`src/rtl/kairos_io_pkg.sv`:
```
// Shared definitions for the Kairos IO stream bridge: ratio/level derivation,
// parameter sanity functions and the unpacker state encoding.
package kairos_io_pkg;

    typedef enum logic [0:0] {
        ST_IDLE = 1'b0,
        ST_SEND = 1'b1
    } unpack_state_e;

    function automatic int calc_ratio(input int data_width, input int io_width);
        return data_width / io_width;
    endfunction

    function automatic int calc_lvl_w(input int depth);
        return $clog2(depth) + 32'sd1;
    endfunction

    function automatic bit width_ok(input int data_width, input int io_width);
        return (io_width > 32'sd0) && (data_width >= io_width) &&
               ((data_width % io_width) == 32'sd0);
    endfunction

    function automatic bit depth_ok(input int depth);
        return (depth >= 32'sd2) && ((depth & (depth - 32'sd1)) == 32'sd0);
    endfunction

    // Bit offset of beat slot idx inside a core word.
    function automatic int slot_base(input int idx, input int ratio, input int io_width,
                                     input bit msb_first);
        return msb_first ? (ratio - 32'sd1 - idx) * io_width : idx * io_width;
    endfunction

endpackage

```
`src/rtl/kairos_sync_fifo.sv`:
```
// Single-clock word FIFO with level output; pointers wrap modulo DEPTH (power of two).
module kairos_sync_fifo
    import kairos_io_pkg::*;
#(
    parameter int WIDTH = 32,
    parameter int DEPTH = 4
) (
    input  logic                     clk,
    input  logic                     rst_n,
    input  logic                     push,
    input  logic [WIDTH-1:0]         push_data,
    input  logic                     pop,
    output logic [WIDTH-1:0]         pop_data,
    output logic                     full,
    output logic                     empty,
    output logic [$clog2(DEPTH):0]   level
);
    localparam int PTR_W = $clog2(DEPTH);
    localparam int LVL_W = calc_lvl_w(DEPTH);

    logic [WIDTH-1:0] mem_r [DEPTH];
    logic [PTR_W-1:0] wr_ptr_r;
    logic [PTR_W-1:0] rd_ptr_r;
    logic [PTR_W:0]   level_r;
    logic             push_ok_s;
    logic             pop_ok_s;

    // Status flags and qualified handshakes.
    always_comb begin
        full      = (level_r == LVL_W'(DEPTH));
        empty     = (level_r == '0);
        push_ok_s = push && !full;
        pop_ok_s  = pop && !empty;
        pop_data  = mem_r[rd_ptr_r];
        level     = level_r;
    end

    // Storage, pointers and occupancy.
    always_ff @(posedge clk or negedge rst_n) begin
        if (!rst_n) begin
            for (int i = 0; i < DEPTH; i++) begin
                mem_r[i] <= '0;
            end
            wr_ptr_r <= '0;
            rd_ptr_r <= '0;
            level_r  <= '0;
        end else begin
            if (push_ok_s) begin
                mem_r[wr_ptr_r] <= push_data;
                wr_ptr_r        <= wr_ptr_r + PTR_W'(1'b1);
            end
            if (pop_ok_s) begin
                rd_ptr_r <= rd_ptr_r + PTR_W'(1'b1);
            end
            case ({push_ok_s, pop_ok_s})
                2'b10:   level_r <= level_r + LVL_W'(1'b1);
                2'b01:   level_r <= level_r - LVL_W'(1'b1);
                default: level_r <= level_r;
            endcase
        end
    end

endmodule

```
`src/rtl/kairos_io_stream_bridge.sv`:
```
// Packs IO-pad beats into core words via an input FIFO and unpacks core result
// words back into pad beats. Define KAIROS_IO_MSB_FIRST_EN for MSB-first beat order.
module kairos_io_stream_bridge
    import kairos_io_pkg::*;
#(
    parameter int IO_WIDTH   = 16,
    parameter int DATA_WIDTH = 32,
    parameter int DEPTH      = 4
) (
    input  logic                    io_clk,
    input  logic                    resetb,
    input  logic [IO_WIDTH-1:0]     io_in_data,
    input  logic                    io_in_vld,
    output logic                    io_in_rdy,
    output logic [DATA_WIDTH-1:0]   core_in_data,
    output logic                    core_in_vld,
    input  logic                    core_in_rdy,
    input  logic [DATA_WIDTH-1:0]   core_out_data,
    input  logic                    core_out_vld,
    output logic                    core_out_rdy,
    output logic [IO_WIDTH-1:0]     io_out_data,
    output logic                    io_out_vld,
    input  logic                    io_out_rdy,
    output logic [$clog2(DEPTH):0]  fifo_level,
    output logic                    in_overrun
);
    localparam int RATIO = calc_ratio(DATA_WIDTH, IO_WIDTH);
    localparam int IDX_W = (RATIO > 1) ? $clog2(RATIO) : 1;
    localparam logic [IDX_W-1:0] LAST_IDX = IDX_W'(RATIO - 1);
`ifdef KAIROS_IO_MSB_FIRST_EN
    localparam bit MSB_FIRST = 1'b1;
`else
    localparam bit MSB_FIRST = 1'b0;
`endif

    if (!width_ok(DATA_WIDTH, IO_WIDTH)) begin : g_bad_width
        $error("kairos_io_stream_bridge: DATA_WIDTH must be a multiple of IO_WIDTH");
    end
    if (!depth_ok(DEPTH)) begin : g_bad_depth
        $error("kairos_io_stream_bridge: DEPTH must be a power of two >= 2");
    end

    logic [IDX_W-1:0]      beat_idx_r;
    logic [DATA_WIDTH-1:0] pack_r;
    logic [DATA_WIDTH-1:0] pack_nxt_s;
    logic                  in_overrun_r;
    logic                  last_beat_s;
    logic                  accept_s;
    logic                  push_s;
    logic                  pop_s;
    logic                  fifo_full_s;
    logic                  fifo_empty_s;

    // Packer handshake; io_in_rdy deliberately ignores a same-cycle pop.
    always_comb begin
        last_beat_s = (beat_idx_r == LAST_IDX);
        io_in_rdy   = !(last_beat_s && fifo_full_s);
        accept_s    = io_in_vld && io_in_rdy;
        push_s      = accept_s && last_beat_s;
        pop_s       = core_in_vld && core_in_rdy;
        pack_nxt_s  = pack_r;
        pack_nxt_s[slot_base(int'(beat_idx_r), RATIO, IO_WIDTH, MSB_FIRST) +: IO_WIDTH] = io_in_data;
    end

    // Pack register, beat index and sticky overrun flag.
    always_ff @(posedge io_clk or negedge resetb) begin
        if (!resetb) begin
            beat_idx_r   <= '0;
            pack_r       <= '0;
            in_overrun_r <= 1'b0;
        end else begin
            if (accept_s) begin
                beat_idx_r <= last_beat_s ? '0 : beat_idx_r + IDX_W'(1'b1);
                pack_r     <= last_beat_s ? '0 : pack_nxt_s;
            end
            if (io_in_vld && !io_in_rdy) begin
                in_overrun_r <= 1'b1;
            end
        end
    end

    assign in_overrun  = in_overrun_r;
    assign core_in_vld = !fifo_empty_s;

    kairos_sync_fifo #(
        .WIDTH (DATA_WIDTH),
        .DEPTH (DEPTH)
    ) u_in_fifo (
        .clk       (io_clk),
        .rst_n     (resetb),
        .push      (push_s),
        .push_data (pack_nxt_s),
        .pop       (pop_s),
        .pop_data  (core_in_data),
        .full      (fifo_full_s),
        .empty     (fifo_empty_s),
        .level     (fifo_level)
    );

    unpack_state_e         state_r;
    unpack_state_e         state_nxt_s;
    logic [IDX_W-1:0]      out_idx_r;
    logic [IDX_W-1:0]      out_idx_nxt_s;
    logic [DATA_WIDTH-1:0] word_r;
    logic [DATA_WIDTH-1:0] word_nxt_s;
    logic [IO_WIDTH-1:0]   out_data_r;
    logic [IO_WIDTH-1:0]   out_data_nxt_s;
    logic                  out_vld_r;
    logic                  out_vld_nxt_s;
    logic                  out_last_s;
    logic                  load_s;

    // Unpacker next state; a word can load on the last beat for gapless output.
    always_comb begin
        out_last_s     = (out_idx_r == LAST_IDX);
        core_out_rdy   = (state_r == ST_IDLE) || (out_last_s && io_out_rdy);
        load_s         = core_out_vld && core_out_rdy;
        state_nxt_s    = state_r;
        out_idx_nxt_s  = out_idx_r;
        word_nxt_s     = word_r;
        out_data_nxt_s = out_data_r;
        out_vld_nxt_s  = out_vld_r;
        if (load_s) begin
            state_nxt_s    = ST_SEND;
            out_idx_nxt_s  = '0;
            word_nxt_s     = core_out_data;
            out_data_nxt_s = core_out_data[slot_base(32'sd0, RATIO, IO_WIDTH, MSB_FIRST) +: IO_WIDTH];
            out_vld_nxt_s  = 1'b1;
        end else begin
            case (state_r)
                ST_SEND: begin
                    if (io_out_rdy && out_last_s) begin
                        state_nxt_s   = ST_IDLE;
                        out_vld_nxt_s = 1'b0;
                    end else if (io_out_rdy) begin
                        out_idx_nxt_s  = out_idx_r + IDX_W'(1'b1);
                        out_data_nxt_s = word_r[slot_base(int'(out_idx_r) + 32'sd1, RATIO,
                                                          IO_WIDTH, MSB_FIRST) +: IO_WIDTH];
                    end else begin
                        out_vld_nxt_s = 1'b1;
                    end
                end
                ST_IDLE: begin
                    out_vld_nxt_s = 1'b0;
                end
                default: begin
                    state_nxt_s   = ST_IDLE;
                    out_vld_nxt_s = 1'b0;
                end
            endcase
        end
    end

    // Unpacker registers; outputs to the pads come straight from flops.
    always_ff @(posedge io_clk or negedge resetb) begin
        if (!resetb) begin
            state_r    <= ST_IDLE;
            out_idx_r  <= '0;
            word_r     <= '0;
            out_data_r <= '0;
            out_vld_r  <= 1'b0;
        end else begin
            state_r    <= state_nxt_s;
            out_idx_r  <= out_idx_nxt_s;
            word_r     <= word_nxt_s;
            out_data_r <= out_data_nxt_s;
            out_vld_r  <= out_vld_nxt_s;
        end
    end

    assign io_out_data = out_data_r;
    assign io_out_vld  = out_vld_r;

endmodule

```
`config.mk`:
```
export PLATFORM = sky130hd
export DESIGN_NAME = kairos_io_stream_bridge
export DESIGN_NICKNAME = d
export VERILOG_FILES = /design/src/rtl/kairos_io_pkg.sv /design/src/rtl/kairos_sync_fifo.sv /design/src/rtl/kairos_io_stream_bridge.sv
export SDC_FILE = /design/constraint.sdc
export NUM_CORES = 1
export LEC_CHECK = 0
export CELL_PAD_IN_SITES_DETAIL_PLACEMENT = 1
export CELL_PAD_IN_SITES_GLOBAL_PLACEMENT = 2
export CORE_MARGIN = 2
export CORE_UTILIZATION = 40
export CTS_CLUSTER_DIAMETER = 40
export DETAILED_ROUTE_END_ITERATION = 8
export PLACE_DENSITY = 0.91
export SLEW_MARGIN = 0
export SYNTH_ARGS = -nofsm -noshare
export SYNTH_HDL_FRONTEND = slang
export SYNTH_SLANG_ARGS = --single-unit
```
`constraint.sdc`:
```
create_clock -name io_clk -period 2.5 [get_ports io_clk]
set_input_delay 0.75 -clock io_clk [delete_from_list [all_inputs] [get_ports io_clk]]
set_output_delay 0.75 -clock io_clk [all_outputs]
set_load 0.05 [all_outputs]
```
==> metrics.yaml, run 1 <==
synthesis:
  synth_cell_type_count: 30
  synth_area_um2: 9350
  syn_nets: 694
  ys_warn_count: 0
  synthArstFlopShare: 1.00
  synth_edf_count: 0
  ys_seq_elements: 204
  synth.avg_cell_area_um2: 14.8
  yosysSeqAreaShare: 0.546
  synthFlopType: "dfrtp_1"
  syn_inst: 634
clocking:
  clk_path_buf_depth: 3
  cts_tree: "done"
  cts.root.buffer_cell: "clkbuf_16"
  clk_pin_slew_worst_paths_ps: 50
  cts.sinks: 204
  clk-insertion-delay-late_ps: 540
  htree_levels: 1
  numCtsBuffers: 31
timing:
  setup_tns_ps: -5850
  tightest_slew_ps: 728
  drv_slew: 0
  worst_hold_slack_ps: 147
  rsz0062_at_grt: "yes"
  hold_violations: 0
  relSlewSlack: 0.514
  min_period_over_period: 1.10
  max_freq_mhz: 365
  finalCriticalPeriod_ps: 2740
  setup_viol: 32
  setup_ws_ps: -239
  finalClockSkew_ps: 15.1
die:
  die_area_um2: 24600
  die_w_um: 157
  initial_core_util: 0.411
  num_rows: 55
  ioPinCount: 110
  coreArea_um2: 22800
  die_h_um: 157
route:
  vias: 6050
  drc: 0
  ant_nets: 0
  drt-initial-drc-count: 308
  wl_per_cell_um: 23.9
  routed_wl_um: 26500
  drt_first_pass_iters: 4
  post_drt_via_cell_ratio: 5.45
run_status:
  violations: "setup timing"
  status: "complete, but fails checks"
placement:
  dpl.hpwl_um: 16600
  pre_cts_ws_ps: -44.8
  io_buffers: 109
  dp_cells: 1047
  globalplace.congestion: 0.781
job:
  max-cap-violations: 0
cells_and_area:
  final_cell_mix: "dfrtp_1, mux2_2, clkdlybuf4s50_1"
  n_fill_cell: 2173
  final_cells: 1110
  final_common_cell: "dfrtp_1"
  utilization: 0.548
  final_layout_size_suffix_gt1_frac: 0.458
  n_antenna_cell: 0
  syn2layout_area_growth_pct: 33.4
  final_nets: 833
global_routing:
  antenna_found_initial: 0
  first_global_vias: 7089
  grtUsageTotal: 0.214
  grt_pass1_wl_um: 40600
  grt_max_degree: 52
  gr-total-overflow: 0
setup_path:
  crit_type: "reg2out"
  critPathLaunchType: "flip-flop"
  cp-end-kind: "output port"
  cp-startpoint: "u_in_fifo.rd_ptr_r[0]$_DFFE_PN0P_"
  cp.arrival_ps: 1990
  regToRegEndpoint: "u_in_fifo.level[2]$_DFFE_PN0P_"
  reg2reg_from: "u_in_fifo.level[0]$_DFFE_PN0P_"
  r2r_setup_slack_ps: 540
  crit_required_ps: 1750
  critical_path_peak_fanout: 6
  reg2regPathDepth: 9
power:
  peakVddDrop_uv: 1300
  power_density_nw_per_um2: 1570
  leakage_uw: 0.00545
min_path:
  hold_path.class: "in2async"
## kinds of logic (layout without fill, tap and decap cells)
kind of cell | Yosys count | count (layout) | share of synthesized area
multiplexers | 226 | 226 | 0.311
adder cells (fa/ha/maj) | 6 | 6 | 0.00883
AND/OR/NAND/NOR | 70 | 70 | 0.0466
flip-flops | 204 | 204 | 0.546
buffers and inverters | 52 | 215 | 0.0328
AO/OA/AOI/OAI | 70 | 70 | 0.0499
XOR/XNOR | 6 | 6 | 0.00562
## critical path, stage by stage (launching register included)
cell and delay [ps]:
dfrtp_2 380, buf_12 140, buf_12 150, mux4_2 590
buf_12 190
## cell usage after synthesis, drive strengths merged (4+ instances only)
cell type	number	area, µm²
a211oi	16	120
a21oi	17	85.1
a22o	17	149
buf	28	216
clkbuf	17	63.8
dfrtp	204	5100
ha	5	62.6
inv	7	26.3
mux2	193	2170
mux4	32	721
nand2	5	18.8
nand2b	4	25.0
nand3b	16	120
nor2	21	78.8
nor2b	17	106
nor3b	5	68.8
o21ai	17	85.1
## layout make-up
type / count / area [µm²] / share of cell area
clock buffers: 36 / 815 / 0.0653
clock inverters: 21 / 189 / 0.0151
inverters: 7 / 26.3 / 0.00211
multi-input cells: 378 / 3970 / 0.318
flip-flops and latches: 204 / 5110 / 0.409
well taps: 313 / 392 / 0.0314
repair buffers: 151 / 1980 / 0.159
## how the worst max path moves through the flow
stage	end	slack [ps]	depth (start not counted)
2_1_floorplan	u_in_fifo.level[2]$_DFFE_PN0P_	2	10
3_3_place_gp	u_in_fifo.level[2]$_DFFE_PN0P_	-10	8
3_5_place_dp	u_in_fifo.level[2]$_DFFE_PN0P_	-40	8
4_1_cts	core_in_data[8]	-240	3
5_1_grt	core_in_data[9]	-270	4
6_report	core_in_data[9]	-240	4
## metal layers
metal / vias up / wire length [µm] / GRT usage
met5: - / 0 / 0
li1: 2614 / - / -
met4: 0 / 865 / 0.0655
met2: 147 / 14200 / 0.396
met3: 53 / 946 / 0.0306
met1: 3236 / 10400 / 0.259
## what timing repair did
item | CTS | global route
hold buffers | 0 | 0
setup buffers | 2 | 2
gates resized for setup | 12 | 14
gates cloned | 1 | 3
endpoints found under the setup margin | 43 | 40
## registers in the layout, summed over array words and instances (netlist names), 2 cells and up
| register | cells |
|---|---|
| u_in_fifo.level | 3 |
| u_in_fifo.wr_ptr_r | 2 |
| u_in_fifo.rd_ptr_r | 2 |
| u_in_fifo.mem_r | 128 |
| io_out_data | 16 |
| pack_r | 32 |
| word_r | 16 |
## per-stage QoR
step | power [µW] | area, µm²
after global placement | 14700 | 11400
after global routing | 20400 | 12500
after CTS | 19600 | 12400
after detailed placement | 15200 | 11400
after floorplan | 11100 | 9350
final | 19600 | 12500
## power by group
group	leakage, µW	switching, µW	internal, µW	total (µW)
Sequential	0.00256	902	4640	5550
Clock	0.000490	1670	2490	4160
Combinational	0.00240	5080	4770	9850
(Power assumes the default switching activity.)
==> run 2: changes to the inputs <==
--- a/config.mk
+++ b/config.mk
@@ -5,6 +5,7 @@
 export SDC_FILE = /design/constraint.sdc
 export NUM_CORES = 1
 export LEC_CHECK = 0
+export ABC_CLOCK_PERIOD_IN_PS = 2500
 export CELL_PAD_IN_SITES_DETAIL_PLACEMENT = 1
 export CELL_PAD_IN_SITES_GLOBAL_PLACEMENT = 2
 export CORE_MARGIN = 2
==> results of run 2 <==
Final layout, timing and power as in run 1 (identical DEF).
==> run 3: changes to the inputs <==
--- a/config.mk
+++ b/config.mk
@@ -17,3 +17,4 @@
 export SYNTH_ARGS = -nofsm -noshare
 export SYNTH_HDL_FRONTEND = slang
 export SYNTH_SLANG_ARGS = --single-unit
+export TNS_END_PERCENT = 50
==> constraint.sdc (replaced) <==
create_clock -name io_clk -period 2.5 [get_ports io_clk]
set_input_delay 0.25 -clock io_clk [delete_from_list [all_inputs] [get_ports io_clk]]
set_output_delay 0.25 -clock io_clk [all_outputs]
set_load 0.05 [all_outputs]
==> run 3 against run 2 <==
Against the previous run:
- the run now ends clean
- setup slack improved by 310 ps
- critical path depth down 1
- register-to-register slack worse by 40 ps
- hold slack improved by 100 ps
- critical path type unchanged
- largest cell class unchanged
==> metrics.yaml, run 3 (synthesis gave the netlist of run 1 again) <==
run_status:
  status: "complete, no violations"
setup_path:
  cp-startpoint: "u_in_fifo.rd_ptr_r[1]$_DFFE_PN0P_"
  path_depth: 3  # -1
  cp-end-kind: "output port"
  worstPathCellList: "buf_4, mux4_2, buf_12"
  critPathLaunchType: "flip-flop"
  max_stage_delay_ps: 720  # +130 ps
  cp.arrival_ps: 2180  # +190 ps
  crit_required_ps: 2250  # +500 ps
  slowest_stage: "dfrtp_1"
  crit_type: "reg2out"
  reg2regPathDepth: 9  # unchanged
  crit_family: "flip-flops"
  crit_buf_inv: 2  # -1
  critical_path_peak_fanout: 9  # +3
  reg2reg_from: "u_in_fifo.level[2]$_DFFE_PN0P_"
placement:
  dpl.hpwl_um: 15900  # -4.1%
  globalplace.congestion: 0.757  # -3.1%
  io_buffers: 109  # unchanged
die:
  coreArea_um2: 22800  # unchanged
  die_w_um: 157  # unchanged
  die_h_um: 157  # unchanged
  num_rows: 55  # unchanged
  die_area_um2: 24600  # unchanged
  initial_core_util: 0.411  # unchanged
  ioPinCount: 110  # unchanged
timing:
  drv_slew: 0  # unchanged
  finalCriticalPeriod_ps: 2430  # -307 ps
  setup_tns_ps: 0  # +5850 ps
  finalClockSkew_ps: 17.7  # +2.60 ps
  setup_viol: 0  # -100%
  tightest_slew_ps: 778  # +50.1 ps
  min_period_over_period: 0.973  # -0.123
  hold_violations: 0  # unchanged
  rsz0062_at_grt: "no"
  relSlewSlack: 0.481  # -0.0334
  max_freq_mhz: 411  # +13%
global_routing:
  antenna_found_initial: 0  # unchanged
  grtUsageTotal: 0.214  # -0.000239
  grt_max_degree: 77  # +48%
  grt_pass1_wl_um: 40700  # +0.39%
  gr-total-overflow: 0  # unchanged
  first_global_vias: 7125  # +0.51%
power:
  leakage_uw: 0.00526  # -3.4%
  power_density_nw_per_um2: 1580  # +0.88%
  peakVddDrop_uv: 1100  # -15%
  total_power_uw: 19400  # -1.0%
route:
  drt-initial-drc-count: 236  # -23%
  wl_per_cell_um: 23.1  # -3.1%
  drc: 0  # unchanged
  post_drt_via_cell_ratio: 5.51  # +1.2%
  routed_wl_um: 25300  # -4.6%
  ant_nets: 0  # unchanged
  vias: 6026  # -0.40%
  drt_first_pass_iters: 4  # unchanged
cells_and_area:
  n_antenna_cell: 0  # unchanged
  top_regs: "u_in_fifo.mem_r x128, pack_r x32"
  final_nets: 817  # -1.9%
  final_cell_mix: "dfrtp_1, mux2_2, clkdlybuf4s50_1"
  final_common_cell: "dfrtp_1"
  utilization: 0.537  # -0.0103
  largest_reg_flops: 128  # unchanged
  regMostFlops: "u_in_fifo.mem_r"
  syn2layout_area_growth_pct: 30.9
  final_layout_size_suffix_gt1_frac: 0.446  # -0.0118
clocking:
  clk_path_buf_depth: 3  # unchanged
  cts.sinks: 204  # unchanged
  clk_pin_slew_worst_paths_ps: 60  # about the same
  htree_levels: 1  # unchanged
  numCtsBuffers: 31  # unchanged
  cts_tree: "done"
  clk-insertion-delay-late_ps: 560  # +20 ps
  post_cts_buffers: 0  # -2
  cts.root.buffer_cell: "clkbuf_16"
job:
  max-cap-violations: 0  # unchanged
min_path:
  hold_path.class: "in2async"
-- run 3: cell count changes in the layout (fill, tap and decap cells not counted), moves of 3 or more --
cell,delta
clkdlybuf4s50_1,+20
dlymetal6s2s_1,-8
buf_12,-10
dlygate4sd2_1,-11
buf_4,-6
inv_6,-3
clkinvlp_4,+3
-- run 3: report_power, final --
part / leakage, µW / total, µW / internal (µW) / switching [µW]
registers: 0.00256 / 5580 / 4650 / 930
clock network: 0.000497 / 4330 / 2670 / 1660
logic: 0.00221 / 9450 / 4580 / 4870
-- run 3: per-stage QoR --
stage | setup WS [ps] | hold slack [ps] | instance area, µm² | cells
finish | 67.6 | 249 | 12200 | 1093
detailed placement | 334 | 315 | 11200 | 1036
CTS | 43.2 | 288 | 12200 | 1093
global placement | 430 | 298 | 11200 | 1036
global route | 5.96 | 307 | 12200 | 1093
floorplan | 2.24 | -45.6 | 9350 | 634
-- run 3: routing by layer --
metal	track usage	vias to the layer above	wire length, µm
met1	0.259	3244	10100
li1	-	2583	-
met5	0	-	0
met2	0.387	145	13300
met4	0.0703	0	730
met3	0.0366	54	1110
-- run 3: cell type report --
class                      instances  area [µm²]
sequential                       204        5110
clock inverter                    22         241
multi-input combinational        378        3970
timing repair buffer             135        1700
clock buffer                      34         807
inverter                           7        26.3
tap                              313         392
fill                            2132       10500
-- run 3: worst paths after layout --
kind                                                    to  slack (ps)
max in group asynchronous           word_r[30]$_DFFE_PN0P_        1270
setup reg to reg            u_in_fifo.level[2]$_DFFE_PN0P_         500
min in group io_clk                 word_r[27]$_DFFE_PN0P_         310
hold / removal             u_in_fifo.mem_r[61]$_DFFE_PN0P_         250
setup / recovery                           core_in_data[0]          70
hold reg to reg                     word_r[27]$_DFFE_PN0P_         500
-- run 3: what timing repair did --
action	CTS	global route
hold buffers	1	0
resized for setup	2	0
endpoints found under the hold margin	73	0
setup endpoints to repair	16	0
